==> src/rtl/spi_frame_arbiter_if.sv <==
// spi_frame_arbiter_if: requester-side and SPI-master-side signals of the frame arbiter.
interface spi_frame_arbiter_if;
    logic        req0, req1;
    logic [3:0]  len0, len1;
    logic [1:0]  mode0, mode1;
    logic [15:0] div0, div1;
    logic [7:0]  txd0, txd1;
    logic        grant0, grant1;
    logic        tx_take0, tx_take1;
    logic [7:0]  rxd;
    logic        rx_vld0, rx_vld1;
    logic        done0, done1;
    logic        spi_cs_ctrl, spi_cpol, spi_cpha;
    logic [15:0] spi_clk_div;
    logic        spi_wr_req, spi_wr_ack;
    logic [7:0]  spi_data_tx, spi_data_rx;

    modport slave (
        input  req0, req1, len0, len1, mode0, mode1, div0, div1, txd0, txd1,
        input  spi_wr_ack, spi_data_rx,
        output grant0, grant1, tx_take0, tx_take1, rxd, rx_vld0, rx_vld1, done0, done1,
        output spi_cs_ctrl, spi_cpol, spi_cpha, spi_clk_div, spi_wr_req, spi_data_tx
    );

    modport master (
        output req0, req1, len0, len1, mode0, mode1, div0, div1, txd0, txd1,
        output spi_wr_ack, spi_data_rx,
        input  grant0, grant1, tx_take0, tx_take1, rxd, rx_vld0, rx_vld1, done0, done1,
        input  spi_cs_ctrl, spi_cpol, spi_cpha, spi_clk_div, spi_wr_req, spi_data_tx
    );
endinterface

==> src/rtl/spi_frame_arbiter.sv <==
// spi_frame_arbiter: round-robin frame controller sharing one byte-level SPI master
// between two requesters, with programmable CS setup, hold and recovery times.
module spi_frame_arbiter #(
    parameter int CS_SETUP = 4,
    parameter int CS_HOLD  = 4,
    parameter int CS_GAP   = 2
) (
    input  logic               sys_clk,
    input  logic               sys_rst,
    spi_frame_arbiter_if.slave bus
);
    typedef enum logic [2:0] {IDLE, SETUP, ISSUE, WAIT_ACK, BYTE_GAP, HOLD, DONE, RECOVER} state_t;

    state_t      state_q, state_d;
    logic [7:0]  tmr_q, tmr_d;
    logic [7:0]  rxd_q, rxd_d;
    logic [3:0]  cnt_q, cnt_d;
    logic [15:0] div_q, div_d;
    logic [1:0]  mode_q, mode_d;
    logic        owner_q, owner_d;
    logic        last_q, last_d;
    logic        cs_q, cs_d;
    logic        vld_q, vld_d;
    logic        win, busy;

    always_ff @(posedge sys_clk) begin
        if (sys_rst) begin
            state_q <= IDLE;
            tmr_q   <= '0;
            rxd_q   <= '0;
            cnt_q   <= '0;
            div_q   <= '0;
            mode_q  <= '0;
            owner_q <= 1'b0;
            last_q  <= 1'b1;
            cs_q    <= 1'b1;
            vld_q   <= 1'b0;
        end else begin
            state_q <= state_d;
            tmr_q   <= tmr_d;
            rxd_q   <= rxd_d;
            cnt_q   <= cnt_d;
            div_q   <= div_d;
            mode_q  <= mode_d;
            owner_q <= owner_d;
            last_q  <= last_d;
            cs_q    <= cs_d;
            vld_q   <= vld_d;
        end
    end

    // On a tie the requester that was not served last wins
    assign win = (bus.req0 && bus.req1) ? !last_q : bus.req1;

    always_comb begin
        state_d = state_q;
        tmr_d   = tmr_q;
        rxd_d   = rxd_q;
        cnt_d   = cnt_q;
        div_d   = div_q;
        mode_d  = mode_q;
        owner_d = owner_q;
        last_d  = last_q;
        cs_d    = cs_q;
        vld_d   = 1'b0;
        case (state_q)
            IDLE: begin
                if (bus.req0 || bus.req1) begin
                    state_d = SETUP;
                    owner_d = win;
                    cnt_d   = win ? bus.len1 : bus.len0;
                    mode_d  = win ? bus.mode1 : bus.mode0;
                    div_d   = win ? bus.div1 : bus.div0;
                    tmr_d   = 8'(CS_SETUP - 1);
                    cs_d    = 1'b0;
                end
            end
            SETUP: begin
                state_d = (tmr_q == 8'd0) ? ISSUE : SETUP;
                tmr_d   = tmr_q - 8'd1;
            end
            ISSUE: state_d = WAIT_ACK;
            WAIT_ACK: begin
                if (bus.spi_wr_ack) begin
                    rxd_d   = bus.spi_data_rx;
                    vld_d   = 1'b1;
                    state_d = (cnt_q == 4'd0) ? HOLD : BYTE_GAP;
                    cnt_d   = (cnt_q == 4'd0) ? cnt_q : cnt_q - 4'd1;
                    tmr_d   = 8'(CS_HOLD - 1);
                end
            end
            BYTE_GAP: state_d = ISSUE;
            HOLD: begin
                state_d = (tmr_q == 8'd0) ? DONE : HOLD;
                cs_d    = (tmr_q == 8'd0);
                tmr_d   = tmr_q - 8'd1;
            end
            DONE: begin
                state_d = RECOVER;
                last_d  = owner_q;
                tmr_d   = 8'(CS_GAP - 1);
            end
            RECOVER: begin
                state_d = (tmr_q == 8'd0) ? IDLE : RECOVER;
                tmr_d   = tmr_q - 8'd1;
            end
            default: state_d = IDLE;
        endcase
    end

    assign busy            = (state_q != IDLE) && (state_q != RECOVER);
    assign bus.grant0      = busy && !owner_q;
    assign bus.grant1      = busy && owner_q;
    assign bus.tx_take0    = (state_q == ISSUE) && !owner_q;
    assign bus.tx_take1    = (state_q == ISSUE) && owner_q;
    assign bus.rx_vld0     = vld_q && !owner_q;
    assign bus.rx_vld1     = vld_q && owner_q;
    assign bus.done0       = (state_q == DONE) && !owner_q;
    assign bus.done1       = (state_q == DONE) && owner_q;
    assign bus.rxd         = rxd_q;
    assign bus.spi_cs_ctrl = cs_q;
    assign bus.spi_cpol    = mode_q[1];
    assign bus.spi_cpha    = mode_q[0];
    assign bus.spi_clk_div = div_q;
    assign bus.spi_wr_req  = (state_q == ISSUE);
    assign bus.spi_data_tx = owner_q ? bus.txd1 : bus.txd0;
endmodule

==> src/flat_wrapper.sv <==
// flat-port wrapper written by rule: the top's interface ports become plain ports
module spi_frame_arbiter_flat 
#(
    parameter int CS_SETUP = 4,
    parameter int CS_HOLD  = 4,
    parameter int CS_GAP   = 2
)
  (sys_clk, sys_rst, bus_req0, bus_req1, bus_len0, bus_len1, bus_mode0, bus_mode1, bus_div0, bus_div1, bus_txd0, bus_txd1, bus_spi_wr_ack, bus_spi_data_rx, bus_grant0, bus_grant1, bus_tx_take0, bus_tx_take1, bus_rxd, bus_rx_vld0, bus_rx_vld1, bus_done0, bus_done1, bus_spi_cs_ctrl, bus_spi_cpol, bus_spi_cpha, bus_spi_clk_div, bus_spi_wr_req, bus_spi_data_tx);
  spi_frame_arbiter_if bus_i ();
  input  logic sys_clk;
  input  logic sys_rst;
  input wire logic [$bits(bus_i.req0)-1:0] bus_req0;
  input wire logic [$bits(bus_i.req1)-1:0] bus_req1;
  input wire logic [$bits(bus_i.len0)-1:0] bus_len0;
  input wire logic [$bits(bus_i.len1)-1:0] bus_len1;
  input wire logic [$bits(bus_i.mode0)-1:0] bus_mode0;
  input wire logic [$bits(bus_i.mode1)-1:0] bus_mode1;
  input wire logic [$bits(bus_i.div0)-1:0] bus_div0;
  input wire logic [$bits(bus_i.div1)-1:0] bus_div1;
  input wire logic [$bits(bus_i.txd0)-1:0] bus_txd0;
  input wire logic [$bits(bus_i.txd1)-1:0] bus_txd1;
  input wire logic [$bits(bus_i.spi_wr_ack)-1:0] bus_spi_wr_ack;
  input wire logic [$bits(bus_i.spi_data_rx)-1:0] bus_spi_data_rx;
  output wire logic [$bits(bus_i.grant0)-1:0] bus_grant0;
  output wire logic [$bits(bus_i.grant1)-1:0] bus_grant1;
  output wire logic [$bits(bus_i.tx_take0)-1:0] bus_tx_take0;
  output wire logic [$bits(bus_i.tx_take1)-1:0] bus_tx_take1;
  output wire logic [$bits(bus_i.rxd)-1:0] bus_rxd;
  output wire logic [$bits(bus_i.rx_vld0)-1:0] bus_rx_vld0;
  output wire logic [$bits(bus_i.rx_vld1)-1:0] bus_rx_vld1;
  output wire logic [$bits(bus_i.done0)-1:0] bus_done0;
  output wire logic [$bits(bus_i.done1)-1:0] bus_done1;
  output wire logic [$bits(bus_i.spi_cs_ctrl)-1:0] bus_spi_cs_ctrl;
  output wire logic [$bits(bus_i.spi_cpol)-1:0] bus_spi_cpol;
  output wire logic [$bits(bus_i.spi_cpha)-1:0] bus_spi_cpha;
  output wire logic [$bits(bus_i.spi_clk_div)-1:0] bus_spi_clk_div;
  output wire logic [$bits(bus_i.spi_wr_req)-1:0] bus_spi_wr_req;
  output wire logic [$bits(bus_i.spi_data_tx)-1:0] bus_spi_data_tx;
  assign bus_i.req0 = bus_req0;
  assign bus_i.req1 = bus_req1;
  assign bus_i.len0 = bus_len0;
  assign bus_i.len1 = bus_len1;
  assign bus_i.mode0 = bus_mode0;
  assign bus_i.mode1 = bus_mode1;
  assign bus_i.div0 = bus_div0;
  assign bus_i.div1 = bus_div1;
  assign bus_i.txd0 = bus_txd0;
  assign bus_i.txd1 = bus_txd1;
  assign bus_i.spi_wr_ack = bus_spi_wr_ack;
  assign bus_i.spi_data_rx = bus_spi_data_rx;
  assign bus_grant0 = bus_i.grant0;
  assign bus_grant1 = bus_i.grant1;
  assign bus_tx_take0 = bus_i.tx_take0;
  assign bus_tx_take1 = bus_i.tx_take1;
  assign bus_rxd = bus_i.rxd;
  assign bus_rx_vld0 = bus_i.rx_vld0;
  assign bus_rx_vld1 = bus_i.rx_vld1;
  assign bus_done0 = bus_i.done0;
  assign bus_done1 = bus_i.done1;
  assign bus_spi_cs_ctrl = bus_i.spi_cs_ctrl;
  assign bus_spi_cpol = bus_i.spi_cpol;
  assign bus_spi_cpha = bus_i.spi_cpha;
  assign bus_spi_clk_div = bus_i.spi_clk_div;
  assign bus_spi_wr_req = bus_i.spi_wr_req;
  assign bus_spi_data_tx = bus_i.spi_data_tx;
  spi_frame_arbiter #(.CS_SETUP(CS_SETUP), .CS_HOLD(CS_HOLD), .CS_GAP(CS_GAP)) u_core (.sys_clk(sys_clk), .sys_rst(sys_rst), .bus(bus_i));
endmodule
==> config.mk <==
export PLATFORM = sky130hd
export DESIGN_NAME = spi_frame_arbiter_flat
export DESIGN_NICKNAME = d
export VERILOG_FILES = /design/src/rtl/spi_frame_arbiter_if.sv /design/src/rtl/spi_frame_arbiter.sv /design/src/flat_wrapper.sv
export SDC_FILE = /design/constraint.sdc
export NUM_CORES = 1
export LEC_CHECK = 0
export BUFFER_PORTS_ARGS = -buffer_cell sky130_fd_sc_hd__buf_2
export CAP_MARGIN = 5
export CORE_UTILIZATION = 47
export DETAILED_ROUTE_END_ITERATION = 8
export PLACE_DENSITY_LB_ADDON = 0.08
export SLEW_MARGIN = 10
export SYNTH_ARGS = -nofsm -noshare
export SYNTH_HDL_FRONTEND = slang
export SYNTH_SLANG_ARGS = --single-unit
==> constraint.sdc <==
create_clock -name sys_clk -period 1.8 [get_ports sys_clk]
set_input_delay 0.18 -clock sys_clk [delete_from_list [all_inputs] [get_ports sys_clk]]
set_output_delay 0.18 -clock sys_clk [all_outputs]
set_load 0.02 [all_outputs]
Word-level counts from Yosys, hierarchy flattened
Cells that the tools add are included.

cells by class
  multiplexer cells = 22
  $add $sub $neg = 2
  reduce and logical (&&, ||, !) cells = 28
  bitwise operators = 1
  eq/ne operators = 11

operators with widths
  cell                                                  number
  case mux 8 bit (4 select lines)                       1
  2-to-1 mux 8 bit                                      3
  case mux 3 bit (8 select lines)                       1
  2-to-1 mux 16 bit                                     1
  2-to-1 mux 4 bit                                      4
  equality test 3 bit (second input constant)           4
  logical AND 1 bit                                     10
  2-to-1 mux 3 bit                                      3
  zero test 8 bit                                       1
  case mux 4 bit (2 select lines)                       1
  AND reduction 2 bit                                   4
  subtractor 8 x 1 -> 8 bit (second input constant)     1
  equality test 3 x 2 -> 1 bit (second input constant)  2
  2-to-1 mux 2 bit                                      3
  zero test 4 bit                                       1
  2-to-1 mux 1 bit                                      4
  != test 2 bit (second input constant)                 2
  AND reduction 4 bit                                   1
  nonzero test 2 bit                                    2
  nonzero test 4 bit                                    1
  subtractor 4 x 1 -> 4 bit (second input constant)     1
  equality test 3 x 1 -> 1 bit (second input constant)  1
  zero test 3 bit                                       1
  != test 3 bit (second input constant)                 1
  other kinds (9)                                       10

storage, ports and cells
  register bits = 45
  logic and storage cells = 74

Logic depth before layout (Yosys ltp)
Gate-level depths: netlist (run 1).

  depth in word-level cells = 5
  gate-level depth with buffers = 6

Worst setup path after synthesis (run 1)
OpenSTA, ideal clock, no wires.

  kind = register to output
  from = register u_core.state_q[1]
  to = output bus_grant0
  arrival time = 1.389 ns
  cell stages (with the launch flop) = 5
  setup slack = 0.231 ns
  path buffers = 1
  data required time = 1.620 ns
  cell sequence = dfxtp_1 clkbuf_1 or2_2 nor2_1 nor3_1

on the way
  cells in the longest elaborated chain, start to end = 3

RTL lines
  item                                                 RTL line                  text
  start: declaration                                   spi_frame_arbiter.sv:14   state_t state_q, state_d;
  start signal: assignment                             spi_frame_arbiter.sv:39   state_q <= state_d;
  != test 3 bit or nonzero test 3 bit (tied branches)  spi_frame_arbiter.sv:111  assign busy = (state_q != IDLE) && (state_q != RECOVER);
  logical AND 1 bit (*)                                spi_frame_arbiter.sv:111
  logical AND 1 bit (*)                                spi_frame_arbiter.sv:112  assign bus.grant0 = busy && !owner_q;
  end: declaration                                     flat_wrapper.sv:24        output wire logic [$bits(bus_i.grant0)-1:0] bus_grant0;

Mark *: on every way between the ends. The rest lies on a longest branch, timed or not.

Worst setup path after layout (run 1)
  from = register u_core.state_q[0]
  to = output bus_grant0

Same word-level chain as after synthesis.

==> metrics.yaml, run 1 <==
yosys:
  async_flop_share_pct: 0
  synth-main-ff-cell: "dfxtp_1"
  synth.distinct_cells: 52
  synth.avg_cell_area_um2: 9.10
  ys.warnings.count: 0
  yosysSeqAreaShare_pct: 36.5
  ys_seq_elements: 45
  synthCells: 271
  syn_area_mm2: 0.00246
  syn_nets: 346
  synth_edf_count: 0
worst_setup_path:
  cp-end-kind: "primary output"
  crit_path_max_incr_delay_ns: 0.36
  path_cells: "buf_6, or2_2, nor2_4, nor3_1, buf_2"
  worstPathArrival_ns: 1.52
  worst-path-max-fanout: 17
  ff2ff_path_depth: 6
  crit_required_ns: 1.62
  worst_setup_path_start_kind: "flop"
  cp.buffers_inverters: 2
  reg2reg_to: "u_core.cnt_q[3]"
  r2r_slack_ns: 0.13
  cp_top_family: "simple AND/OR/NAND/NOR gates"
  critical-path-slowest-cell: "or2_2"
  critPathKind: "reg2out"
  reg2reg_from: "u_core.cnt_q[0]"
power:
  ir_worst_vdd_mv: 0.675
  power.total_mw: 3.85
  cellPowerDensity_mw_per_mm2: 1180
  clkPwrFrac_pct: 20.4
  p_leak_nw: 1.45
  p_sw_mw: 1.47
  p_seq_share_pct: 35.6
  p_int_mw: 2.38
  power_frac_comb_pct: 44.0
  swShare_pct: 38.3
finish:
  syn2layout_area_growth_pct: 32.8
  fin_nets: 461
  drive_gt1_share_pct: 46.5
  antenna_cells: 0
  fin_util_pct: 67.1
  fill_cells: 429
grt:
  busiest_layer: "met2"
  grt_use_met3_pct: 4.88
  grt_max_degree: 23
  track_usage_pct: 22.4
  antenna_found_initial: 0
  gr-usage-met2_pct: 37.6
  grt_first_pass_wirelength_um: 9570
  grt_pass1_vias: 2060
  grt_use_met1_pct: 29.2
  grt_overflow: 0
detailed_routing:
  finalWirelength_um: 6080
  wl_per_cell_um: 13.4
  vias: 2334
  drc: 0
  viasPerCell: 5.14
  dr.first_iter.drc_count: 53
  antenna_left: 0
  drt-pass1-iter-count: 4
placement:
  pre_cts_ws_ns: 0.222
  place_congestion: 0.799
  portBuffers: 116
  hpwl_um: 4550
floorplan:
  dieArea_mm2: 0.00554
  fp.dieW_um: 74.4
  ios: 117
  die_y_um: 74.4
  start_util_pct: 50.5
  num_rows: 25
  core_mm2: 0.00488
timing:
  clock.fmax_mhz: 588
  rsz0062_at_grt: "no"
  timing.final.ws_setup_ns: 0.0985
  setup_viol: 0
  fin_crit_sh_pct: 94.5
  finClkSkew_ns: 0.00468
  slew_viol_final: 0
  setup-tns-final_ns: 0
  finalHoldViolCount: 0
  final.min_clock_period_ns: 1.70
  worst_slew_pin_slew_ns: 0.623
  slew_headroom_pct: 58.3
worst_hold_path:
  hp-start: "bus_spi_data_rx[4]"
  hold_depth: 3
  hold_class: "in2reg"
  holdPathEnd: "u_core.bus.rxd[4]"
run_status:
  outcome: "finished, final reports clean"
clocking:
  cts-root-buf: "clkbuf_8"
  numCtsBuffers: 5
  clkTransAtPathRegs_ns: 0.08
  worstSkewPairLatency_ns: 0.30
  cts_tree: "built"
  h-tree-depth: 2
  cts.sinks: 45
  clk_path_buf_depth: 2
flow_run:
  cap_violations: 0
## logic make-up after synthesis
logic type | synth area share, %
AOI/OAI and AO/OA | 22.6
adders and majority gates | 1.02
buffers and inverters | 5.33
DFF | 36.5
muxes | 13.1
and+or+nand+nor | 21.4
## stage by stage
step | hold slack [ns] | std cells | instance area, um2
6_report | 0.115 | 454 | 3270
5_1_grt | 0.119 | 454 | 3270
4_1_cts | 0.106 | 454 | 3260
3_5_place_dp | 0.428 | 446 | 3140
3_3_place_gp | 0.423 | 446 | 3140
2_1_floorplan | 0.316 | 271 | 2460
## tightest hold or removal path: stages
cell and delay (ns):
buf_2 0.09, nand2_1 0.05, a21oi_1 0.05
## final cells by class
type	instances	area [um2]	area share [%]
clock buffer	7	86.3	2.64
clock inverter	1	30.0	0.917
inverter	6	22.5	0.688
multi-input combinational	200	1450	44.2
sequential	45	903	27.6
tap	67	83.8	2.56
timing repair buffer	128	699	21.4
## flip-flops by register name (all words and copies together), names as in the netlist
| signal | cells |
|---|---|
| u_core.vld_q | 1 |
| u_core.owner_q | 1 |
| u_core.tmr_q | 8 |
| u_core.state_q | 3 |
| u_core.bus.rxd | 8 |
| u_core.cnt_q | 4 |
| u_core.bus.spi_clk_div | 16 |
| u_core.last_q | 1 |
| u_core.bus.spi_cs_ctrl | 1 |
| u_core.mode_q | 2 |
## power groups by stage
stage               clock, mW  sequential [mW]  combinational, mW
finish                  0.785             1.37               1.69
floorplan                   0             1.50               1.12
CTS                     0.808             1.37               1.69
global placement            0             1.38               1.66
global route            0.839             1.40               1.88
detailed placement          0             1.39               1.68
## how the worst max path moves through the flow
stage / from / endpoint / slack, ns / cells past startpoint
6_report: u_core.state_q[0] / bus_grant0 / 0.1 / 5
5_1_grt: u_core.cnt_q[0] / u_core.cnt_q[3] / 0.01 / 6
4_1_cts: u_core.state_q[0] / bus_grant0 / 0.03 / 5
3_5_place_dp: u_core.state_q[1] / u_core.tmr_q[5] / 0.22 / 5
3_3_place_gp: u_core.state_q[1] / u_core.tmr_q[5] / 0.26 / 5
2_1_floorplan: u_core.state_q[1] / bus_grant0 / 0.23 / 4
## synth_stat cells (8+ instances only)
cell | n | share of area (%)
dfxtp_1 | 45 | 37
nand2_1 | 26 | 4.0
nor2_1 | 25 | 3.8
mux2i_1 | 21 | 8.5
a21oi_1 | 18 | 3.7
a211oi_2 | 12 | 6.1
mux2_2 | 10 | 4.6
nor2_2 | 10 | 2.5
clkbuf_1 | 9 | 1.4
a211oi_1 | 8 | 2.4
## what timing repair did
| item | in CTS | in global routing |
|---|---|---|
| gates cloned | 0 | 0 |
| endpoints found under the hold margin | 0 | 0 |
| pin swaps | 0 | 0 |
| setup endpoints to repair | 2 | 4 |
| resized for setup | 1 | 4 |
| setup buffers | 0 | 0 |
| hold buffers | 0 | 0 |
## layout by cell type (no fill, tap or decap), drive strengths merged, types with 4 or more instances in the layout
| cell type | instances |
|---|---|
| inv | 6 |
| nor3b | 4 |
| mux2 | 10 |
| a211oi | 20 |
| nand2 | 26 |
| mux2i | 21 |
| buf | 128 |
| and2 | 5 |
| a21oi | 18 |
| nor3 | 5 |
| a311oi | 6 |
| dfxtp | 45 |
| nor2 | 36 |
| clkbuf | 7 |
| nand2b | 6 |
## metal layers
metal / up-vias / routed length (um)
li1: 1210 / -
met1: 1041 / 2750
met2: 77 / 2870
met3: 6 / 402
met4: 0 / 55
met5: - / 0
Power figures use the tool's default switching activity.
==> run 2, diff against run 1 <==
REMOVE_ABC_BUFFERS = 1   (was unset)
SETUP_SLACK_MARGIN = 0.2   (was unset)
==> metrics.yaml, run 2 (same netlist as run 1, synthesis figures left out) <==
run_status:
  outcome: "finished, final reports clean"
grt:
  grt_overflow: 0  # unchanged
  track_usage_pct: 20.7  # -1.7 points
  grt_pass1_vias: 2074  # +0.68%
  grt_max_degree: 27  # +17%
  grt_use_met1_pct: 26.5  # -2.6 points
  busiest_layer: "met2"
  antenna_found_initial: 0  # unchanged
  gr-usage-met2_pct: 35.4  # -2.2 points
  grt_first_pass_wirelength_um: 8960  # -6.3%
  grt_use_met3_pct: 4.88  # unchanged
worst_setup_path:
  worst-path-max-fanout: 11  # -6
  crit_required_ns: 1.62  # about the same
  worstPathArrival_ns: 1.41  # -0.11 ns
  cp-end-kind: "primary output"
  worst_setup_path_start_kind: "flop"
  critPathKind: "reg2out"
timing:
  rsz0062_at_grt: "yes"
  setup_viol: 0  # unchanged
  final.min_clock_period_ns: 1.59  # -0.112 ns
  clock.fmax_mhz: 629  # +7.0%
  finalHoldViolCount: 0  # unchanged
  slew_headroom_pct: 60.1  # +1.8 points
  fin_crit_sh_pct: 88.3  # -6.2 points
  holdWs_ns: 0.115  # +0.000454 ns
  finClkSkew_ns: 0.00595  # +0.00127 ns
  worst_slew_pin_slew_ns: 0.596  # -0.0269 ns
  slew_viol_final: 0  # unchanged
finish:
  antenna_cells: 0  # unchanged
  syn2layout_area_growth_pct: 35.8
  drive_gt1_share_pct: 50.4  # +3.9 points
  fill_cells: 432  # +0.70%
  largest_register_ffs: 16  # unchanged
  most-common-layout-cells: "buf_2, dfxtp_1, nand2_1"
  fin_nets: 465  # +0.87%
  layout_commonest_cell: "buf_2"
clocking:
  cts-root-buf: "clkbuf_8"
  numCtsBuffers: 5  # unchanged
  worstSkewPairLatency_ns: 0.30  # about the same
  clk_path_buf_depth: 2  # unchanged
  cts.sinks: 45  # unchanged
  cts_tree: "built"
  h-tree-depth: 2  # unchanged
  clkTransAtPathRegs_ns: 0.09  # about the same
floorplan:
  num_rows: 25  # unchanged
  fp.dieW_um: 74.4  # unchanged
  start_util_pct: 50.5  # unchanged
  core_mm2: 0.00488  # unchanged
  dieArea_mm2: 0.00554  # unchanged
  ios: 117  # unchanged
  die_y_um: 74.4  # unchanged
power:
  p_leak_nw: 1.48  # +2.2%
  power.total_mw: 3.88  # +0.72%
  ir_worst_vdd_mv: 0.663  # -1.7%
  cellPowerDensity_mw_per_mm2: 1160  # -1.5%
worst_hold_path:
  hold_class: "in2reg"
detailed_routing:
  antenna_left: 0  # unchanged
  wl_per_cell_um: 13.1  # -2.5%
  viasPerCell: 5.26  # +2.3%
  finalWirelength_um: 5980  # -1.6%
  dr.first_iter.drc_count: 73  # +38%
  drt-pass1-iter-count: 4  # unchanged
  drc: 0  # unchanged
  vias: 2408  # +3.2%
placement:
  portBuffers: 116  # unchanged
  place_congestion: 0.782  # -2.0%
  hpwl_um: 4360  # -4.2%
flow_run:
  cap_violations: 0  # unchanged
run 2: cell count changes in the layout (fill, tap and decap cells not counted), moves of 2 or more:
| cell | previous run | this run |
|---|---|---|
| nor3b_4 | 0 | 2 |
| a311oi_2 | 0 | 2 |
| buf_4 | 9 | 16 |
| dfxtp_1 | 43 | 39 |
| nor3b_1 | 4 | 1 |
| buf_2 | 116 | 114 |
| a311oi_1 | 6 | 4 |
| dfxtp_2 | 2 | 5 |
run 2: worst paths after layout:
check	slack (ns)	cells past startpoint	to	startpoint
max	0.21	4	bus_grant0	u_core.state_q[0]
min	0.12	3	u_core.bus.rxd[4]	bus_spi_data_rx[4]
max reg2reg	0.23	4	u_core.cnt_q[2]	u_core.state_q[0]
min reg2reg	0.45	2	u_core.bus.rxd[1]	u_core.bus.rxd[1]
run 2: critical path, cell delays in order, from the launching register on:
cell     delay, ns
dfxtp_2       0.38
or2_2         0.37
nor2_4        0.13
nor3_1        0.07
buf_2         0.16
run 2: layer usage:
layer / up-vias / wire (um) / part of all wire, %
met3: 4 / 369 / 6.2
met4: 0 / 26 / 0.44
met1: 1096 / 2580 / 43
met5: - / 0 / 0
li1: 1215 / - / -
met2: 93 / 3000 / 50
run 2: power by group:
part / switching (mW) / leakage [nW] / internal [mW]
Sequential: 0.206 / 0.372 / 1.20
Combinational: 0.987 / 1.06 / 0.821
Clock: 0.348 / 0.0512 / 0.311
run 2: what timing repair did:
action / CTS / global route
hold buffers: 0 / 0
setup endpoints to repair: 16 / 28
buffers inserted: 0 / 1
pin swaps: 1 / 2
gates resized for setup: 5 / 16
cloned: 0 / 1
run 2: final cells by class:
| type | count | area (um2) | share of cell area (%) |
|---|---|---|---|
| well taps | 67 | 83.8 | 2.50 |
| inverters | 6 | 22.5 | 0.673 |
| multi-input cells | 200 | 1500 | 44.7 |
| clock buffers | 6 | 82.6 | 2.47 |
| clock inverters | 2 | 13.8 | 0.411 |
| repair buffers | 132 | 736 | 22.0 |
| flip-flops and latches | 45 | 911 | 27.2 |
run 2: per-stage QoR:
stage | area (um2) | setup slack [ns] | util [%] | setup TNS (ns) | instances
after floorplan | 2360 | -0.197 | - | -0.455 | 251
after global placement | 3150 | 0.220 | 64.5 | 0 | 448
after CTS | 3250 | 0.158 | 66.7 | 0 | 456
after global routing | 3350 | 0.132 | 68.6 | 0 | 458
final | 3350 | 0.210 | 68.6 | 0 | 458
after detailed placement | 3150 | 0.188 | 64.5 | 0 | 448
==> run 3, diff against run 2 <==
ABC_AREA = 1   (was unset)
ABC_CLOCK_PERIOD_IN_PS = 1600   (was unset)
CORE_UTILIZATION = 46   (was 47)
clock period = 1.6 ns   (was 1.8 ns; I/O delays follow)
==> metrics.yaml, run 3 <==
finish:
  fin_nets: 576  # +24%
  multi_input_area_mm2: 0.00136  # -9.4%
  syn2layout_area_growth_pct: 39.4
  design_area_mm2: 0.00330  # -1.4%
  antenna_cells: 0  # unchanged
  largest_register_ffs: 16  # unchanged
  drive_gt1_share_pct: 33.3  # -17 points
  fill_cells: 437  # +1.2%
  layout_commonest_cell: "buf_2"
  most-common-layout-cells: "buf_2, nand2_1, nor2_1"
  final-seq-area_um2: 913  # +0.27%
yosys:
  synth.distinct_cells: 26  # -50%
  async_flop_share_pct: 0  # unchanged
  syn_area_mm2: 0.00237  # -4.0%
  ys.warnings.count: 0  # unchanged
  ys_seq_elements: 45  # unchanged
  yosys.area.top_type: "dfxtp_1"
  yosysMostFrequentCell: "nand2_1"
  yosysSeqAreaShare_pct: 38.1  # +1.5 points
  yosysTopAreaCellShare_pct: 38.1  # +1.5 points
  synth.avg_cell_area_um2: 6.23  # -32%
  synth_edf_count: 0  # unchanged
  synth_common_cells: "nand2_1, nor2_1, dfxtp_1"
  synthCells: 380  # +40%
  synth_area_leaders: "dfxtp_1, nand2_1, nor2_1"
  synth-main-ff-cell: "dfxtp_1"
floorplan:
  dieArea_mm2: 0.00543  # -1.9%
  die_y_um: 73.7  # -0.94%
  start_util_pct: 48.8  # -1.7 points
  fp.dieW_um: 73.7  # -0.94%
  core_mm2: 0.00485  # -0.64%
  ios: 117  # unchanged
  num_rows: 25  # unchanged
power:
  power_frac_comb_pct: 37.2  # -9.4 points
  p_seq_share_pct: 38.1  # +1.7 points
  p_sw_mw: 1.31  # -15%
  clkPwrFrac_pct: 24.8  # +7.8 points
  p_leak_nw: 1.69  # +14%
  ir_worst_vdd_mv: 0.614  # -7.5%
  swShare_pct: 36.3  # -3.4 points
  p_int_mw: 2.29  # -1.9%
  cellPowerDensity_mw_per_mm2: 1090  # -5.8%
worst_setup_path:
  cp-end-kind: "primary output"
  worst-path-max-fanout: 6  # -5
  cp.buffers_inverters: 1  # unchanged
  timing.critical_path.from: "u_core.state_q[0]"
  critical-path-slowest-cell: "dfxtp_4"
  critPathKind: "reg2out"
  cp_top_family: "flip-flops"
  reg2reg_from: "u_core.state_q[1]"
  crit_path_max_incr_delay_ns: 0.38  # about the same
  worst_setup_path_start_kind: "flop"
  crit_required_ns: 1.44  # -0.18 ns
  path_cells: "nor2_2, nand2_2, o21ai_2, nor2_1, buf_2"
  worstPathArrival_ns: 1.23  # -0.18 ns
timing:
  finalHoldViolCount: 0  # unchanged
  worst_slew_pin_slew_ns: 0.352  # -0.244 ns
  rsz0062_at_grt: "yes"
  setup_viol: 0  # unchanged
  slew_headroom_pct: 76.6  # +16 points
  fin_crit_sh_pct: 86.7
  clock.fmax_mhz: 721
  slew_viol_final: 0  # unchanged
  setup-tns-final_ns: 0  # unchanged
  final.min_clock_period_ns: 1.39
  finClkSkew_ns: 0.00432  # -0.00164 ns
clocking:
  cts_tree: "built"
  worstSkewPairLatency_ns: 0.30  # about the same
  ctsHoldBuffers: 0  # unchanged
  clkTransAtPathRegs_ns: 0.08  # about the same
  cts.sinks: 45  # unchanged
  numCtsBuffers: 5  # unchanged
  h-tree-depth: 2  # unchanged
  cts-root-buf: "clkbuf_8"
  clk_path_buf_depth: 2  # unchanged
placement:
  hpwl_um: 4350  # -0.36%
  place_congestion: 0.826  # +5.5%
  dpl-instance-area_mm2: 0.00302  # -4.0%
  portBuffers: 116  # unchanged
worst_hold_path:
  hold_class: "in2reg"
  hp-start: "bus_spi_data_rx[5]"
detailed_routing:
  finalWirelength_um: 6240  # +4.4%
  drt-pass1-iter-count: 5  # +1
  antenna_left: 0  # unchanged
  wl_per_cell_um: 11.0  # -16%
  vias: 2784  # +16%
  viasPerCell: 4.89  # -6.9%
  dr.first_iter.drc_count: 117  # +60%
  drc: 0  # unchanged
flow_run:
  cap_violations: 0  # unchanged
grt:
  grt_pass1_vias: 2182  # +5.2%
  grt_overflow: 0  # unchanged
  antenna_found_initial: 0  # unchanged
  grt_first_pass_wirelength_um: 9270  # +3.5%
  grt_max_degree: 40  # +48%
  track_usage_pct: 21.8  # +1.1 points
run_status:
  outcome: "finished, final reports clean"
## run 3: worst min-delay path, stage by stage
cell and delay [ns]:
buf_2 0.09, nand3_1 0.07, a21oi_1 0.06
## run 3: path summary, 6_finish.rpt
path                               end  slack [ns]  depth (start not counted)
min                  u_core.bus.rxd[5]        0.12                          3
min reg2reg  u_core.bus.spi_clk_div[2]        0.46                          2
max reg2reg          u_core.bus.rxd[2]        0.26                          6
max                         bus_grant0        0.21                          5
## run 3: routing by layer
layer  global-route usage (%)  share of wire, %
met5                        0                 0
met4                     7.26               1.2
met2                     36.7                46
met1                     27.4                46
met3                     5.08               6.2
## run 3: power groups by stage
| stage | logic (mW) | registers [mW] | clock network [mW] |
|---|---|---|---|
| floorplan | 0.736 | 1.46 | 0 |
| detailed placement | 1.24 | 1.37 | 0 |
| global route | 1.50 | 1.39 | 0.952 |
| finish | 1.34 | 1.37 | 0.891 |
| global placement | 1.23 | 1.37 | 0 |
| CTS | 1.26 | 1.35 | 0.926 |
## run 3: logic make-up after synthesis
logic type / count (synthesis) / share of synthesized area [%]
adder cells (fa/ha/maj): 2 / 1.06
XOR/XNOR: 1 / 0.370
AO/OA/AOI/OAI: 71 / 15.6
buffers and inverters: 44 / 7.77
AND/OR/NAND/NOR: 217 / 37.1
flip-flops: 45 / 38.1
## run 3: per-stage QoR
stage | setup slack (ns) | hold WS (ns) | utilization, % | instances | power, mW
3_5_place_dp | 0.205 | 0.437 | 62.3 | 554 | 2.62
5_1_grt | 0.117 | 0.116 | 68.1 | 569 | 3.85
3_3_place_gp | 0.241 | 0.429 | 62.3 | 554 | 2.60
4_1_cts | 0.196 | 0.108 | 65.5 | 563 | 3.54
2_1_floorplan | -0.128 | 0.229 | - | 363 | 2.20
6_report | 0.214 | 0.122 | 68.1 | 569 | 3.60
## run 3: cell type report
class | instances | share of cell area, %
clock buffers | 7 | 2.62
clock inverters | 1 | 0.910
inverters | 27 | 3.34
multi-input cells | 291 | 41.1
flip-flops and latches | 45 | 27.7
well taps | 67 | 2.54
repair buffers | 130 | 21.6
repair inverters | 1 | 0.228
## run 3: repair_timing
action,4_1_cts,5_1_grt
buffers inserted,1,5
pin swaps,1,5
setup endpoints to repair,8,37
endpoints found under the hold margin,0,0
resized for setup,15,27
cloned,0,1
